`src/rtl/load_index_control.sv`:
```
`default_nettype none
// ============================================================================
// Module   : load_index_control
// Brief    : Moore sequencer for ld Ra, C(Rb); drives the single-bus datapath
//            strobes through fetch and execute and waits on mem_ready.
// Revision : 1.0 - initial release
// ============================================================================
module load_index_control #(
  parameter logic [4:0]  LD_OPCODE   = 5'b00000,
  parameter int unsigned MEM_TIMEOUT = 15
) (
  input  logic       clock,
  input  logic       clear,
  input  logic       start,
  input  logic       mem_ready,
  input  logic [4:0] ir_opcode,
  output logic       pco,
  output logic       mari,
  output logic       mem_read,
  output logic       mdri,
  output logic       mdro,
  output logic       iri,
  output logic       grb,
  output logic       gra,
  output logic       baout,
  output logic       rin,
  output logic       ryi,
  output logic       csigno,
  output logic       rzli,
  output logic       rzlo,
  output logic       busy,
  output logic       done,
  output logic [1:0] fault
);

  typedef enum logic [3:0] {
    S_IDLE  = 4'd0,
    S_T0    = 4'd1,
    S_T1    = 4'd2,
    S_T2    = 4'd3,
    S_T3    = 4'd4,
    S_T4    = 4'd5,
    S_T5    = 4'd6,
    S_T6    = 4'd7,
    S_T7    = 4'd8,
    S_T8    = 4'd9,
    S_T9    = 4'd10,
    S_T10   = 4'd11,
    S_FAULT = 4'd12
  } state_t;

  localparam logic [1:0] c_fault_none    = 2'b00;
  localparam logic [1:0] c_fault_timeout = 2'b01;
  localparam logic [1:0] c_fault_opcode  = 2'b10;
  // Count value seen on the edge that would bring the counter to MEM_TIMEOUT.
  localparam logic [7:0] c_wait_last     = 8'(MEM_TIMEOUT - 1);

  state_t     r_state;
  state_t     w_next;
  logic [7:0] r_cnt;
  logic [7:0] w_cnt_next;
  logic [1:0] r_fault;
  logic [1:0] w_fault_next;

  always_ff @(posedge clock or negedge clear) begin
    if (!clear) begin
      r_state <= S_IDLE;
      r_cnt   <= 8'd0;
      r_fault <= c_fault_none;
    end else begin
      r_state <= w_next;
      r_cnt   <= w_cnt_next;
      r_fault <= w_fault_next;
    end
  end

  always_comb begin
    w_next       = r_state;
    w_cnt_next   = r_cnt;
    w_fault_next = r_fault;
    case (r_state)
      S_IDLE: begin
        if (start) begin
          w_next       = S_T0;
          w_fault_next = c_fault_none;
        end
      end
      S_T0: begin
        w_next     = S_T1;
        w_cnt_next = 8'd0;
      end
      S_T1, S_T8: begin
        // mem_ready wins over a timeout landing on the same edge.
        if (mem_ready) begin
          w_next = (r_state == S_T1) ? S_T2 : S_T9;
        end else begin
          w_cnt_next = r_cnt + 8'd1;
          if (r_cnt == c_wait_last) begin
            w_next       = S_FAULT;
            w_fault_next = c_fault_timeout;
          end
        end
      end
      S_T2: w_next = S_T3;
      S_T3: w_next = S_T4;
      S_T4: begin
        if (ir_opcode == LD_OPCODE) begin
          w_next = S_T5;
        end else begin
          w_next       = S_FAULT;
          w_fault_next = c_fault_opcode;
        end
      end
      S_T5: w_next = S_T6;
      S_T6: w_next = S_T7;
      S_T7: begin
        w_next     = S_T8;
        w_cnt_next = 8'd0;
      end
      S_T9:    w_next = S_T10;
      S_T10:   w_next = S_IDLE;
      S_FAULT: w_next = S_IDLE;
      default: w_next = S_IDLE;
    endcase
  end

  always_comb begin
    pco      = 1'b0;
    mari     = 1'b0;
    mem_read = 1'b0;
    mdri     = 1'b0;
    mdro     = 1'b0;
    iri      = 1'b0;
    grb      = 1'b0;
    gra      = 1'b0;
    baout    = 1'b0;
    rin      = 1'b0;
    ryi      = 1'b0;
    csigno   = 1'b0;
    rzli     = 1'b0;
    rzlo     = 1'b0;
    done     = 1'b0;
    busy     = (r_state != S_IDLE);
    case (r_state)
      S_T0: begin
        pco  = 1'b1;
        mari = 1'b1;
      end
      S_T1, S_T8: mem_read = 1'b1;
      S_T2, S_T9: begin
        mem_read = 1'b1;
        mdri     = 1'b1;
      end
      S_T3: begin
        mdro = 1'b1;
        iri  = 1'b1;
      end
      S_T5: begin
        grb   = 1'b1;
        baout = 1'b1;
        ryi   = 1'b1;
      end
      S_T6: begin
        csigno = 1'b1;
        rzli   = 1'b1;
      end
      S_T7: begin
        rzlo = 1'b1;
        mari = 1'b1;
      end
      S_T10: begin
        mdro = 1'b1;
        gra  = 1'b1;
        rin  = 1'b1;
        done = 1'b1;
      end
      default: ;
    endcase
  end

  assign fault = r_fault;

endmodule
`default_nettype wire

```
`config.mk`:
```
export PLATFORM = sky130hd
export DESIGN_NAME = load_index_control
export DESIGN_NICKNAME = d
export VERILOG_FILES = /design/src/rtl/load_index_control.sv
export SDC_FILE = /design/constraint.sdc
export NUM_CORES = 1
export LEC_CHECK = 0
export ABC_AREA = 0
export CORE_ASPECT_RATIO = 1.25
export CORE_UTILIZATION = 35
export DETAILED_ROUTE_END_ITERATION = 10
export PLACE_DENSITY_LB_ADDON = 0.1
export SLEW_MARGIN = 20
export SYNTH_ARGS = -nofsm -noshare
export SYNTH_HDL_FRONTEND = slang
export SYNTH_SLANG_ARGS = --single-unit
export TNS_END_PERCENT = 10
```
`constraint.sdc`:
```
create_clock -name clock -period 2.2 [get_ports clock]
set_input_delay 0.44 -clock clock [delete_from_list [all_inputs] [get_ports clock]]
set_output_delay 0.44 -clock clock [all_outputs]
set_load 0.01 [all_outputs]
```
==> results.tsv <==
stage	metric	value	unit
synth	Yosys top cell by area	dfrtp_1	
synth	count leader, synth	nand2_1	
clocking	CTS Hold Buffers Added	0	
cells_and_area	layout cell share with drive strength beyond 1	26.79	%
critical_path	family with the most delay on the worst path	buffers and inverters	
floorplan	Initial Util	37.21	%
synth	unique cell type count in the Yosys netlist	48	
pwr	Power Dens Cells	1176	mW/mm2
synth	predominant post-synthesis flop cell	dfrtp_1	
timing	Max Slew Vio Count	0	
synth	post-synthesis cell area	0.001106	mm2
clocking	latest clock arrival within the worst-skew pair	0.29	ns
floorplan	I/O pin total	27	
hold_path	Tightest Hold Check Type	reg2reg	
drt	Routed Antenna Nets	0	
timing	Final Cycle Share	100.4	%
critical_path	crit path DAT	1.77	ns
floorplan	num rows	22	
drt	DR iter-0 viols	18	
grt	GR Layer Usage met3	3.286	%
place	port bufs	26	
cells_and_area	post-layout instance area	0.001588	mm2
clocking	total CTS buffers	3	
outcome	failing checks	setup timing	
flow_run	max-cap violations	0	
timing	post-layout worst setup margin	-0.008764	ns
timing	RSZ-0062 raised after global routing	true	
pwr	Clock power frac	10.3	%
outcome	status	finished, violations left	
synth	Synthesized Nets	140	
place	Inst Count DP	189	
timing	Fmax achieved	0.4527	GHz
critical_path	CP Max Fanout	8	
synth	Commonest cells post-synth	nand2_1, dfrtp_1, nor2_1	
timing	Worst Max-Slew Pin Slew	0.6819	ns
drt	Post-route DRC	0	
critical_path	CP startpoint	r_state[1]$_DFFE_PN0P_	
drt	via-per-instance ratio	5.505	
critical_path	buffers and inverters on the worst path	1	
grt	Overall Global Routing Usage	18.79	%
place	post-DP HPWL	2098	um
critical_path	CP max-delay cell	clkdlybuf4s50_1	
synth	Mapped Avg Cell Area	8.574	um2
pwr	Pleak	0.8154	nW
critical_path	Reg-to-Reg Start	r_state[2]$_DFFE_PN0P_	
pwr	sw frac	41.71	%
timing	Worst Skew	0.004707	ns
clocking	CTS max path bufs	2	
clocking	CTS sink count	14	
pwr	combinational power share	67.4	%
clocking	clk slew on worst S/H paths	0.09	ns
clocking	H-tree Lvls	1	
timing	Hold Violations, Final	0	
synth	Ys Warns	0	
timing	clock period minus worst slack	2.209	ns
synth	register area share after synthesis	31.67	%
drt	via total after detailed routing	1123	
floorplan	Die H	64.85	um
grt	Remaining Overflow, GRT	0	
pwr	Max IR drop VDD	0.5725	mV
synth	Area contributors post-synth	dfrtp_1, nand2_1, a2111o_1, buf_4, a21oi_1	
pwr	Psw	0.7790	mW
grt	initial antenna violation count	0	
grt	grt peak-use layer	met2	
place	gpl congestion	0.8660	
drt	wire per inst	14.51	um
floorplan	core region area	0.002973	mm2
cells_and_area	Layout Cells excl Fill	204	
floorplan	DIE WIDTH	52.28	um
cells_and_area	Area Overhead vs Synth	43.55	%
grt	vias in the first global route	1098	
grt	first-pass GRT wire length	4795	um
place	Setup WS pre-CTS	0.05652	ns
timing	Setup Viol. Count Final	1	
grt	met2 usage	32.44	%
pwr	internal power	1.089	mW
cells_and_area	fill count	294	
synth	share of the synthesized area in the top cell type	31.67	%
critical_path	CP Class	reg2out	
synth	register bit total from synthesis	14	
critical_path	CP peak stage delay	0.57	ns
grt	pin count of the biggest net entering global routing	16	
place	area post-placement	0.001413	mm2
clocking	CTS tree	done	
hold_path	Worst Min Path Start	fault[1]$_DFFE_PN0P_	
synth	Gate Count Post-Synth	129	
pwr	post-layout power	1.868	mW
critical_path	Worst Setup End Kind	primary output	
critical_path	required time of the critical path	1.76	ns
grt	GR Util met1	20.98	%
drt	DR pass1 iterations	4	
critical_path	CP Launch Type	flip-flop	
critical_path	worst-path cell chain	nor2b_2, nor3b_1, clkdlybuf4s50_1	
synth	Post-synth EDFFs	0	
synth	FFs w/ async S/R, synth	100.0	%
timing	Min Hold Slack	0.4810	ns
clocking	clock root buffer	clkbuf_4	
drt	final WL	2961	um
timing	Max-slew headroom	54.40	%
floorplan	die area	0.003390	mm2
cells_and_area	nets@finish	180	
cells_and_area	# diodes	0	
pwr	sequential share of power	22.3	%
## cell type report
class / count / area, um2 / share of cell area, %
Clock buffer: 4 / 36.28 / 2.285
Tap cell: 36 / 45.04 / 2.837
Sequential cell: 14 / 355.3 / 22.38
Inverter: 5 / 18.77 / 1.182
Timing Repair Buffer: 49 / 447.9 / 28.21
Multi-Input combinational cell: 96 / 684.4 / 43.10
## flip-flops by register name, summed over array words and instances (netlist names)
register / cells
fault: 2
r_cnt: 8
r_state: 4
## cell usage in the layout (no fill, tap or decap), drive strengths merged, types with 6 or more instances in the layout
cell type      Yosys  final
clkbuf             2      6
dfrtp             14     14
o21ai              6      6
nand2b             6      6
nand2             15     15
a21oi              7      7
clkdlybuf4s50      0     12
buf               12     21
dlymetal6s2s       0      8
nor2               9      9
## through the flow
stage	TNS (ns)	util, %
finish	-0.008764	53.41
global placement	0	47.52
global route	-0.2166	53.41
floorplan	0	-
CTS	-0.2716	49.96
detailed placement	0	47.52
## routing by layer
metal / share of wire, % / up-vias
li1: - / 548
met1: 39 / 527
met2: 53 / 37
met3: 4.6 / 11
met4: 3.1 / 0
met5: 0 / -
## worst reg2reg max path, cell delays in order, from the launching register on
cell	delay (ns)
dfrtp_2	0.46
clkbuf_2	0.16
buf_4	0.14
buf_4	0.13
buf_4	0.15
and3b_1	0.26
nand4_1	0.15
a2111o_1	0.40
o21ai_1	0.09
## repair_timing
item | 4_1_cts | 5_1_grt
gates resized for setup | 12 | 16
pin swaps | 1 | 0
setup buffers | 4 | 7
hold endpoints to repair | 0 | 0
endpoints found under the setup margin | 15 | 10
cloned | 0 | 0
## power groups by stage
| stage | Sequential [mW] | Combinational [mW] | Clock [mW] |
|---|---|---|---|
| floorplan | 0.386 | 0.698 | 0 |
| global placement | 0.435 | 1.07 | 0 |
| detailed placement | 0.434 | 1.08 | 0 |
| CTS | 0.429 | 1.12 | 0.199 |
| global route | 0.430 | 1.38 | 0.214 |
| finish | 0.416 | 1.26 | 0.192 |
## path summary, 6_finish.rpt
kind	slack, ns	to	depth (start not counted)
max	-0.009	pco	3
min	0.48	fault[1]$_DFFE_PN0P_	1
max reg2reg	0.19	r_cnt[7]$_DFFE_PN0P_	8
min reg2reg	0.48	fault[1]$_DFFE_PN0P_	1
max in group asynchronous	1.17	r_state[0]$_DFFE_PN0P_	1
min in group asynchronous	0.55	r_cnt[1]$_DFFE_PN0P_	1
## logic make-up after synthesis
| logic type | synth area share (%) |
|---|---|
| xor gates and xnor gates | 0.7920 |
| buffers and inverters | 9.727 |
| AOI/OAI and AO/OA | 26.47 |
| muxes | 2.715 |
| DFF | 31.67 |
| adders and majority gates | 2.262 |
| and+or+nand+nor | 26.36 |
Power figures use the tool's default switching activity.
